`config.mk`:
```
export PLATFORM = sky130hd
export DESIGN_NAME = alu_control_seq
export DESIGN_NICKNAME = d
export VERILOG_FILES = /design/src/rtl/alu_control_seq.sv
export SDC_FILE = /design/constraint.sdc
export NUM_CORES = 1
export LEC_CHECK = 0
export CORE_ASPECT_RATIO = 1.2
export CORE_MARGIN = 3
export CORE_UTILIZATION = 45
export DETAILED_ROUTE_END_ITERATION = 12
export GPL_TIMING_DRIVEN = 0
export HOLD_SLACK_MARGIN = 0.15
export PLACE_DENSITY = 0.75
export SKIP_LAST_GASP = 1
export SYNTH_ARGS = -nofsm -noshare
export SYNTH_HDL_FRONTEND = slang
export SYNTH_SLANG_ARGS = --single-unit
```
`constraint.sdc`:
```
create_clock -name clk -period 2.3 [get_ports clk]
set_input_delay 0.46 -clock clk [delete_from_list [all_inputs] [get_ports clk]]
set_output_delay 0.46 -clock clk [all_outputs]
set_load 0.01 [all_outputs]
```
`src/rtl/alu_control_seq.sv`:
```
// Registered ALU control for the ID/EX boundary: decodes aluop/function into an
// extended ALU opcode and sequences multi-cycle MULT/DIV with a HI/LO stall.
module alu_control_seq #(
   parameter int ALU_OP_W = 5,
   parameter int AOP_W    = 4,
   parameter int MUL_LAT  = 4,
   parameter int DIV_LAT  = 32
) (
   input  logic                clk,
   input  logic                reset,
   input  logic                valid_in,
   input  logic [5:0]          inst_function,
   input  logic [AOP_W-1:0]    control_aluop,
   input  logic                hold,
   input  logic                flush,
   output logic                ready_out,
   output logic [ALU_OP_W-1:0] alu_opcode,
   output logic                var_shift,
   output logic                illegal,
   output logic                valid_out,
   output logic                md_busy,
   output logic                md_done
);

   typedef enum logic [4:0] {
      OP_SLL  = 5'd0,  OP_SRL  = 5'd1,  OP_SRA  = 5'd2,  OP_ADD   = 5'd3,
      OP_SUB  = 5'd4,  OP_AND  = 5'd5,  OP_OR   = 5'd6,  OP_XOR   = 5'd7,
      OP_NOR  = 5'd8,  OP_SLT  = 5'd9,  OP_LUI  = 5'd10, OP_ADDU  = 5'd11,
      OP_SUBU = 5'd12, OP_SLTU = 5'd13, OP_MFHI = 5'd14, OP_MFLO  = 5'd15,
      OP_MULT = 5'd16, OP_MULTU = 5'd17, OP_DIV = 5'd18, OP_DIVU  = 5'd19,
      OP_NOP  = 5'd31
   } alu_op_e;

   typedef enum logic {MD_IDLE, MD_BUSY} md_state_e;

   localparam int MAX_LAT = (MUL_LAT > DIV_LAT) ? MUL_LAT : DIV_LAT;
   localparam int CNT_W   = (MAX_LAT > 1) ? $clog2(MAX_LAT) : 1;
   localparam logic [CNT_W-1:0] MUL_INIT = CNT_W'(MUL_LAT - 1);
   localparam logic [CNT_W-1:0] DIV_INIT = CNT_W'(DIV_LAT - 1);

   alu_op_e             dec_op;
   logic                dec_var;
   logic                dec_ill;
   logic                dec_hilo;
   logic                dec_mul;
   logic                dec_div;
   logic                accept;

   logic [ALU_OP_W-1:0] alu_opcode_d, alu_opcode_q;
   logic                var_shift_d, var_shift_q;
   logic                illegal_d, illegal_q;
   logic                valid_out_d, valid_out_q;
   md_state_e           state_d, state_q;
   logic [CNT_W-1:0]    cnt_d, cnt_q;

   // NOTE: every combinational output gets a default first, so no path can infer a latch.
   always_comb begin
      dec_op  = OP_NOP;
      dec_var = 1'b0;
      dec_ill = 1'b0;
      case (control_aluop)
         AOP_W'(0): begin
            case (inst_function)
               6'b000000: dec_op = OP_SLL;
               6'b000010: dec_op = OP_SRL;
               6'b000011: dec_op = OP_SRA;
               6'b000100: begin dec_op = OP_SLL; dec_var = 1'b1; end
               6'b000110: begin dec_op = OP_SRL; dec_var = 1'b1; end
               6'b000111: begin dec_op = OP_SRA; dec_var = 1'b1; end
               6'b010000: dec_op = OP_MFHI;
               6'b010010: dec_op = OP_MFLO;
               6'b011000: dec_op = OP_MULT;
               6'b011001: dec_op = OP_MULTU;
               6'b011010: dec_op = OP_DIV;
               6'b011011: dec_op = OP_DIVU;
               6'b100000: dec_op = OP_ADD;
               6'b100001: dec_op = OP_ADDU;
               6'b100010: dec_op = OP_SUB;
               6'b100011: dec_op = OP_SUBU;
               6'b100100: dec_op = OP_AND;
               6'b100101: dec_op = OP_OR;
               6'b100110: dec_op = OP_XOR;
               6'b100111: dec_op = OP_NOR;
               6'b101010: dec_op = OP_SLT;
               6'b101011: dec_op = OP_SLTU;
               default:   dec_ill = 1'b1;
            endcase
         end
         AOP_W'(1): dec_op = OP_ADD;
         AOP_W'(2): dec_op = OP_AND;
         AOP_W'(3): dec_op = OP_OR;
         AOP_W'(4): dec_op = OP_XOR;
         AOP_W'(5): dec_op = OP_LUI;
         AOP_W'(6): dec_op = OP_SLT;
         AOP_W'(7): dec_op = OP_SUB;
         AOP_W'(8): dec_op = OP_ADDU;
         AOP_W'(9): dec_op = OP_SLTU;
         default:   dec_ill = 1'b1;
      endcase
   end

   assign dec_mul  = (dec_op == OP_MULT) || (dec_op == OP_MULTU);
   assign dec_div  = (dec_op == OP_DIV)  || (dec_op == OP_DIVU);
   assign dec_hilo = dec_mul || dec_div || (dec_op == OP_MFHI) || (dec_op == OP_MFLO);

   // HI/LO readers and new MULT/DIV wait until the sequencer is idle.
   assign ready_out = !hold && !(md_busy && dec_hilo);
   assign accept    = valid_in && ready_out && !flush;

   always_comb begin
      alu_opcode_d = alu_opcode_q;
      var_shift_d  = var_shift_q;
      illegal_d    = illegal_q;
      valid_out_d  = valid_out_q;
      if (!hold || flush) begin
         valid_out_d  = accept;
         alu_opcode_d = accept ? ALU_OP_W'(dec_op) : ALU_OP_W'(OP_NOP);
         var_shift_d  = accept && dec_var;
         illegal_d    = accept && dec_ill;
      end
   end

   always_comb begin
      state_d = state_q;
      cnt_d   = cnt_q;
      md_busy = (state_q == MD_BUSY);
      md_done = 1'b0;
      case (state_q)
         MD_IDLE: begin
            if (accept && dec_mul) begin
               state_d = MD_BUSY;
               cnt_d   = MUL_INIT;
            end else if (accept && dec_div) begin
               state_d = MD_BUSY;
               cnt_d   = DIV_INIT;
            end
         end
         MD_BUSY: begin
            if (cnt_q == '0) begin
               md_done = 1'b1;
               state_d = MD_IDLE;
            end else begin
               cnt_d = cnt_q - 1'b1;
            end
         end
         default: state_d = MD_IDLE;
      endcase
   end

   // NOTE: sequential state uses non-blocking assignments so all flops update together.
   always_ff @(posedge clk or posedge reset) begin
      if (reset) begin
         alu_opcode_q <= ALU_OP_W'(OP_NOP);
         var_shift_q  <= 1'b0;
         illegal_q    <= 1'b0;
         valid_out_q  <= 1'b0;
         state_q      <= MD_IDLE;
         cnt_q        <= '0;
      end else begin
         alu_opcode_q <= alu_opcode_d;
         var_shift_q  <= var_shift_d;
         illegal_q    <= illegal_d;
         valid_out_q  <= valid_out_d;
         state_q      <= state_d;
         cnt_q        <= cnt_d;
      end
   end

   assign alu_opcode = alu_opcode_q;
   assign var_shift  = var_shift_q;
   assign illegal    = illegal_q;
   assign valid_out  = valid_out_q;

endmodule

```
Word level (Yosys, flattened, before mapping) --
Cells that the tools add are included.
Storage, ports and cells: bits in registers 14, input bits 15, word-level logic and storage cells 90
Operators by class: $add $sub $neg 1, eq/ne operators 38, mux-type cells 17, bitwise gates (word level) 1, reductions and logical operators 27
Operator list (number):
- $pmux W5 S19 | 1
- $eq A6 B6 Y1 const B | 10
- $pmux W5 S10 | 1
- $eq A6 B5 Y1 const B | 6
- $reduce_or A22 Y1 | 1
- $eq A5 B5 Y1 const B | 4
- $mux W5 | 4
- $eq A6 B3 Y1 const B | 3
- $eq A4 B3 Y1 const B | 4
- $eq A6 B2 Y1 const B | 2
- $eq A5 B4 Y1 const B | 2
- $pmux W5 S2 | 1
- $reduce_or A9 Y1 | 1
- $eq A4 B2 Y1 const B | 2
- $eq A4 B4 Y1 const B | 2
- $logic_and A1 B1 Y1 | 8
- $mux W1 | 8
- $logic_not A6 Y1 | 1
- $logic_or A1 B1 Y1 | 6
- $reduce_or A2 Y1 | 3
- $logic_not A5 Y1 | 1
- $sub A5 B1 Y5 const B | 1
- $eq A4 B1 Y1 const B | 1
- $logic_not A4 Y1 | 1
- 7 further kinds | 10

Logic depth before layout (Yosys ltp) --
Gate-level depths: netlist of the first run.
depth in word-level cells 18, gate-level depth with buffers 7

Worst setup path before layout of the first run --
OpenSTA, ideal clock, no wires.
path kind input port to output port, from input control_aluop[0], to output ready_out, arrival 1892 ps, data required time 1840 ps, path slack -52 ps, stages 6, path through or4_4 > a21o_4 > a221oi_4 > nor2_2 > o31ai_1 > a21oi_1
On the way: word-level cells in the longest chain between the ends 10, elaborated cells between the ends (all ways) 25
RTL lines:
- from (decl) | RTL line 13 | input logic [AOP_W-1:0] control_aluop,
- $eq A4 B4 Y1 (tied with other cells) | RTL line 61 | case (control_aluop)
- $pmux W5 S10 * | RTL line 61
- $eq A5 B5 Y1 (on tied branches) | RTL line 102, 103
- $logic_or A1 B1 Y1 (on tied branches) | RTL line 102, 103
- $logic_or A1 B1 Y1 (2 in series) | RTL line 104 | assign dec_hilo = dec_mul || dec_div || (dec_op == OP_MFHI) || (dec_op == OP_MFLO);
- $logic_or A1 B1 Y1 * | RTL line 104
- $logic_and A1 B1 Y1 * | RTL line 107 | assign ready_out = !hold && !(md_busy && dec_hilo);
- $logic_not A1 Y1 * | RTL line 107
- $logic_and A1 B1 Y1 * | RTL line 107
- to (decl) | RTL line 16 | output logic ready_out,
Mark *: on every way between the ends. The rest lies on a longest branch, timed or not.

Final worst setup path of the first run --
from input control_aluop[1], to output ready_out
Same word-level chain as after synthesis.

==> results of run 1 <==
-- routing by layer --
| layer | global-route usage | vias up | routed length [um] |
|---|---|---|---|
| li1 | - | 625 | - |
| met4 | 0.0839 | 0 | 60 |
| met1 | 0.255 | 620 | 1420 |
| met5 | 0 | - | 0 |
| met3 | 0.0430 | 6 | 159 |
| met2 | 0.390 | 44 | 1680 |
-- worst register-to-register path, cell delays in order, from the launching register on --
cell and delay [ns]:
dfrtp_1 0.41, inv_1 0.08, ha_1 0.14, nor4b_2 0.20, nand2b_1 0.25, nand2_1 0.13, mux2_2 0.28
-- where the power goes --
part           leakage (nW)  internal [W]  switching, W
Clock                0.0210     0.0000964     0.0000781
Combinational         0.515      0.000208      0.000224
Sequential            0.165      0.000308     0.0000572
-- layout by cell type, fill, tap and decap left out, drive strengths merged, types with 7 or more instances in the layout --
master / n
nand2: 8
nor2: 7
dfrtp: 9
nor3: 8
inv: 13
a21oi: 10
buf: 19
o21ai: 9
clkbuf: 14
clkdlybuf4s50: 13
-- kinds of logic after synthesis --
group	count (synthesis)	share of synthesized area
compound gates	51	0.321
fa+ha+maj	2	0.0214
buf+inv	20	0.0641
flops	14	0.304
mux	1	0.00961
simple gates	55	0.280
-- state kept, by name, summed over array words and instances (netlist names) --
name        flops
alu_opcode      5
illegal         1
cnt_q           5
md_busy         1
var_shift       1
valid_out       1
-- worst max path at each step --
stage               cells after the start        startpoint        end  slack (ns)
finish                                  8  control_aluop[1]  ready_out       -0.21
global route                            8  control_aluop[2]  ready_out       -0.29
CTS                                     8  control_aluop[3]  ready_out       -0.30
detailed placement                      8  control_aluop[1]  ready_out       -1.11
global placement                        8  control_aluop[1]  ready_out       -1.10
floorplan                               6  control_aluop[0]  ready_out      0.0002
-- cell type report --
class                           count  area (um2)
Inverter                           13        48.8
Buffer                              7        51.3
Sequential cell                    14         357
Timing Repair Buffer               37         324
Clock buffer                        4        36.3
Tap cell                           31        38.8
Multi-Input combinational cell    109         818
Fill cell                         168         703
-- per-stage QoR --
stage,hold slack (ns),total power (W),instance area [um2]
final,0.504,0.000972,1670
after global routing,0.527,0.00103,1670
after floorplan,0.346,0.000615,1180
after CTS,0.515,0.000959,1640
after detailed placement,0.511,0.000752,1460
after global placement,0.513,0.000740,1460
-- timing repair --
item | 4_1_cts | 5_1_grt
resized for setup | 45 | 21
buffers inserted | 9 | 4
pin swaps | 8 | 6
endpoints found under the setup margin | 10 | 6
==> metrics.md, run 1 <==
| Metric | Value |
|---|---|
| Startpoint Class | input port |
| Setup WS post-layout | -0.207 ns |
| H-tree levels | 1 |
| Post-DP HPWL | 2.27 mm |
| Clock Sinks | 14 |
| Ports | 26 |
| DR iter-0 viols | 44 |
| Placed instance count | 198 |
| Clock Path Buffers | 2 |
| Die Y | 61.9 um |
| Initial antenna violation count | 0 |
| ANT nets after route | 0 |
| Synth area leader | dfrtp_1 |
| FF-to-FF path depth | 6 |
| # diodes | 0 |
| Root buffer cell | clkbuf_4 |
| DRT Wirelength | 3.32 mm |
| Initial core utilization | 0.493 |
| CP arrival | 2.05 ns |
| Total grt overflow | 0 |
| Gate count after technology mapping | 143 |
| Top_reg_cell synth | dfrtp_1 |
| Crit Reg-Reg Endpoint | cnt_q[0] |
| Synth Net Count | 160 |
| Max rail drop VDD | 0.630 mV |
| Std-Cell Rows | 19 |
| Critical path's slowest cell | or4_4 |
| Worst Path Required | 1.84 ns |
| Minimum clock period | 2.51 ns |
| Slew Viols, Final | 0 |
| Fmax | 0.399 GHz |
| Via count | 1295 |
| Vias per inst | 6.02 |
| First-pass GRT wire length | 5.35 mm |
| # hold bufs at CTS | 0 |
| Leak | 0.702 nW |
| Nets | 202 |
| Status | finished, violations left |
| Largest net degree at the start of global routing | 15 |
| Critical path peak fanout | 8 |
| Die ar. | 0.00325 mm2 |
| Unrepaired setup endpoints after global routing | true |
| Worst hold path type | input port to async pin |
| Layout cell share with drive strength beyond 1 | 0.304 |
| GRT Util Overall | 0.217 |
| Mean Syn Cell Area | 8.19 um2 |
| CP bufs+invs | 2 |
| Max_cap viols | 0 |
| Max incr delay on CP | 0.52 ns |
| Drt first pass iters | 4 |
| Failing checks | setup timing |
| Die X | 52.6 um |
| Area Growth Syn to Fin | 42.9% |
| Share of the synthesized area in the top cell type | 0.192 |
| Family with the most delay on the worst path | compound AO/OA/AOI/OAI gates |
| Vias in the first global route | 1209 |
| Synth unique cells | 47 |
| Seq/Total Area, Yosys | 0.304 |
| Total core area | 0.00238 mm2 |
| Critical path class | input port to output pin |
| WL/cell | 15.5 um |
| Period utilization | 1.09 |
| Placer congestion estimate | 0.898 |
| Setup TNS | -0.214 ns |
| Clk_lat worst skew | 0.28 ns |
| Commonest cells in the netlist | inv_1, a21oi_1, dfrtp_1, o21ai_0 |
| Finished Layout Cells | 215 |
| Crit path cell chain | buf_6 -> or4_4 -> a21o_4 -> a221oi_4 -> nor2_4 -> o31ai_4 -> a21oi_2 -> buf_2 |
| DP Worst Slack | -1.11 ns |
| Worst slew margin | 0.656 |
| Top-count cell post-synth | inv_1 |
| R2R Path Start | cnt_q[1] |
| CP Capture Type | output pin |
| Actual slew at the worst max-slew pin | 0.516 ns |
| Synth warnings | 0 |
| Synth top area cells | dfrtp_1, dfstp_2, a21oi_1 |
| PwrDens | 581 mW/mm2 |
| TritonCTS clock tree | done |
| Async SR Flop Fraction | 1.00 |
| # DRC | 0 |
| Area of the mapped netlist | 0.00117 mm2 |
| Clock slew at reported path FFs | 0.08 ns |
| Total CTS buffers | 3 |
| Final hold vios | 0 |
| Final setup vio count | 2 |
| PortBufs | 24 |
| Number of flops mapped to enable cells by yosys | 0 |
| #FFs+latches synth | 14 |
| Worst reg2reg setup slack | 0.70 ns |
| Layout Utilization | 0.704 |
| Clk_skew | 0.00509 ns |
Note: power is estimated with default switching activity, not from simulation.
==> inputs of run 2 (changes only) <==
--- a/config.mk
+++ b/config.mk
@@ -8,6 +8,7 @@
 export CORE_ASPECT_RATIO = 1.2
 export CORE_MARGIN = 3
 export CORE_UTILIZATION = 45
+export CTS_CLUSTER_DIAMETER = 80
 export DETAILED_ROUTE_END_ITERATION = 12
 export GPL_TIMING_DRIVEN = 0
 export HOLD_SLACK_MARGIN = 0.15
==> results of run 2 <==
Same layout as run 1: the final DEF is identical, and so are final timing and power.
==> inputs of run 3 (changes only) <==
--- a/config.mk
+++ b/config.mk
@@ -7,12 +7,13 @@
 export LEC_CHECK = 0
 export CORE_ASPECT_RATIO = 1.2
 export CORE_MARGIN = 3
-export CORE_UTILIZATION = 45
+export CORE_UTILIZATION = 48
 export CTS_CLUSTER_DIAMETER = 80
 export DETAILED_ROUTE_END_ITERATION = 12
+export DONT_BUFFER_PORTS = 1
 export GPL_TIMING_DRIVEN = 0
 export HOLD_SLACK_MARGIN = 0.15
-export PLACE_DENSITY = 0.75
+export PLACE_DENSITY = 0.65
 export SKIP_LAST_GASP = 1
 export SYNTH_ARGS = -nofsm -noshare
 export SYNTH_HDL_FRONTEND = slang
==> run 3 against run 2 <==
  * The run still ends with setup timing left
  * Via count decreased by 13%
  * Clock power decreased by 18%
  * Fmax increased by 6.7%
  * Register-to-register slack got worse by 0.10 ns
  * Wire length decreased by 16%
  * Design area decreased by 20%
  * Critical path depth decreased by 3
  * Worst setup slack improved by 0.16 ns
  * Clock skew about the same
  * Core utilization decreased by 9.3 points
  * Critical path type unchanged
==> metrics.md, run 3 (synthesis gave the netlist of run 1 again) <==
| Metric | Value |
|---|---|
| Status | finished, violations left (unchanged) |
| Failing checks | setup timing (unchanged) |
| Vias per inst | 6.10 (was 6.02) |
| Std-Cell Rows | 18 (was 19) |
| Multi-input gate area in the final layout | 774 um2 (was 818 um2) |
| Slew Viols, Final | 0 (unchanged) |
| DR iter-0 viols | 52 (was 44) |
| DP Worst Slack | -0.134 ns (was -1.11 ns) |
| Worst Path Required | 1.84 ns (about the same) |
| Critical path class | input port to output pin (unchanged) |
| Startpoint Class | input port (unchanged) |
| Area Growth Syn to Fin | 14.1% (was 42.9%) |
| Worst hold start | flush |
| Most frequent cells in the layout | inv_1, a21oi_1, dfrtp_1 (was inv_1, clkdlybuf4s50_1, buf_4, dfrtp_1) |
| Minimum clock period | 2.35 ns (was 2.51 ns) |
| Period utilization | 1.02 (was 1.09) |
| Largest net degree at the start of global routing | 15 (unchanged) |
| CP Capture Type | output pin (unchanged) |
| Critical path's slowest cell | or4_4 (unchanged) |
| Worst slew margin | 0.652 (was 0.656) |
| Placer congestion estimate | 0.785 (was 0.898) |
| Post-DP HPWL | 2.15 mm (was 2.27 mm) |
| Clock Sinks | 14 (unchanged) |
| Leak | 0.533 nW (was 0.702 nW) |
| # DRC | 0 (unchanged) |
| Vias in the first global route | 1107 (was 1209) |
| Max rail drop VDD | 0.539 mV (was 0.630 mV) |
| ANT nets after route | 0 (unchanged) |
| Clock slew at reported path FFs | 0.08 ns (about the same) |
| Hold Path Stages | 1 |
| Root buffer cell | clkbuf_4 (unchanged) |
| Worst Hold End | illegal |
| Final hold vios | 0 (unchanged) |
| Total grt overflow | 0 (unchanged) |
| Via count | 1129 (was 1295) |
| Most common cell after layout, fill and taps aside | inv_1 |
| H-tree levels | 1 (unchanged) |
| R2R Path Start | cnt_q[0] (was cnt_q[1]) |
| # diodes | 0 (unchanged) |
| CP startpoint | control_aluop[3] (was control_aluop[1]) |
| Drt first pass iters | 4 (unchanged) |
| Nets | 173 (was 202) |
| TritonCTS clock tree | done (unchanged) |
| DRT Wirelength | 2.80 mm (was 3.32 mm) |
| PortBufs | 0 (was 24) |
| GRT Util Overall | 0.197 (was 0.217) |
| Die ar. | 0.00307 mm2 (was 0.00325 mm2) |
| PwrDens | 633 mW/mm2 (was 581 mW/mm2) |
| Number of fill cells in the layout | 207 (was 168) |
| Total CTS buffers | 3 (unchanged) |
| Unrepaired setup endpoints after global routing | true (unchanged) |
| WL/cell | 15.1 um (was 15.5 um) |
| Critical path peak fanout | 3 (was 8) |
| Design Area, Final | 0.00134 mm2 (was 0.00167 mm2) |
| Max incr delay on CP | 0.54 ns (was 0.52 ns) |
| FF-to-FF path depth | 6 (unchanged) |
| Clock Path Buffers | 2 (unchanged) |
| Total core area | 0.00218 mm2 (was 0.00238 mm2) |
| Actual slew at the worst max-slew pin | 0.521 ns (was 0.516 ns) |
| Final setup vio count | 1 (was 2) |
| Clk_lat worst skew | 0.28 ns (about the same) |
| Layout cell share with drive strength beyond 1 | 0.200 (was 0.304) |
| Crit Reg-Reg Endpoint | cnt_q[0] (unchanged) |
| Hold slack final | 0.235 ns (was 0.504 ns) |
| Setup WS post-layout | -0.0491 ns (was -0.207 ns) |
| Ports | 26 (unchanged) |
| Die Y | 60.1 um (was 61.9 um) |
| Initial antenna violation count | 0 (unchanged) |
| Die X | 51.1 um (was 52.6 um) |
| Clk_skew | 0.00489 ns (was 0.00509 ns) |
| Max_cap viols | 0 (unchanged) |
| Worst hold path type | input port to register (was input port to async pin) |
| Worst reg2reg setup slack | 0.60 ns (was 0.70 ns) |
| CP arrival | 1.89 ns (was 2.05 ns) |
| Placed inst area | 0.00122 mm2 (was 0.00146 mm2) |
| Fmax | 0.426 GHz (was 0.399 GHz) |
| Tot Pwr | 0.000846 W (was 0.000972 W) |
| Reg area | 357 um2 (unchanged) |
| Initial core utilization | 0.536 (was 0.493) |
| Crit path cell chain | or4_4 -> buf_4 -> o31a_1 -> o31ai_4 -> a21oi_2 (was buf_6 -> or4_4 -> a21o_4 -> a221oi_4 -> nor2_4 -> o31ai_4 -> a21oi_2 -> buf_2) |
| First-pass GRT wire length | 4.62 mm (was 5.35 mm) |
-- run 3: cell count changes in the layout (fill, tap and decap cells not counted), sizes merged --
cell,delta
clkdlybuf4s50,-13
buf,-12
clkbuf,-3
clkdlybuf4s15,-1
dlygate4sd3,+1
dlymetal6s2s,-1
-- run 3: layer usage --
layer  up-vias  track usage  wire, um
li1        565            -         -
met1       521        0.211      1130
met2        38        0.372      1460
met3         5       0.0324       168
met4         0       0.0962        36
met5         -            0         0
-- run 3: worst max path at each step --
stage                            to  depth (start not counted)
final                     ready_out                          5
after global routing      ready_out                          5
after CTS                 ready_out                          6
after detailed placement  ready_out                          6
after global placement    ready_out                          6
after floorplan           ready_out                          6
-- run 3: critical path: cells and delay by family --
family,cells,cell delay (ns)
buf+inv,1,0.16
compound gates,3,0.73
simple gates,1,0.54
-- run 3: per-stage QoR --
stage | std cells | utilization | TNS [ns]
finish | 185 | 0.612 | -0.0491
global route | 185 | 0.612 | -0.0890
floorplan | 143 | - | 0
detailed placement | 173 | 0.557 | -0.226
CTS | 182 | 0.596 | -0.0939
global placement | 173 | 0.557 | -0.185
-- run 3: layout make-up --
class / count / area share
Clock buffer: 4 / 0.0197
Multi-Input combinational cell: 109 / 0.580
Timing Repair Buffer: 8 / 0.0468
Tap cell: 30 / 0.0281
Sequential cell: 14 / 0.267
Inverter: 13 / 0.0365
Buffer: 7 / 0.0225
-- run 3: repair_timing --
item                                    CTS  global route
endpoints found under the hold margin     9             0
pin swaps                                 4             4
resized for setup                         3             8
hold buffers                              1             0
endpoints found under the setup margin    1             1
buffers inserted                          4             3
-- run 3: power by group --
| part | total, W | leakage, nW | internal, W | switching [W] |
|---|---|---|---|---|
| registers | 0.000368 | 0.165 | 0.000308 | 0.0000604 |
| clock network | 0.000144 | 0.0150 | 0.0000673 | 0.0000770 |
| logic | 0.000333 | 0.352 | 0.000150 | 0.000183 |
| total | 0.000846 | 0.533 | 0.000525 | 0.000321 |
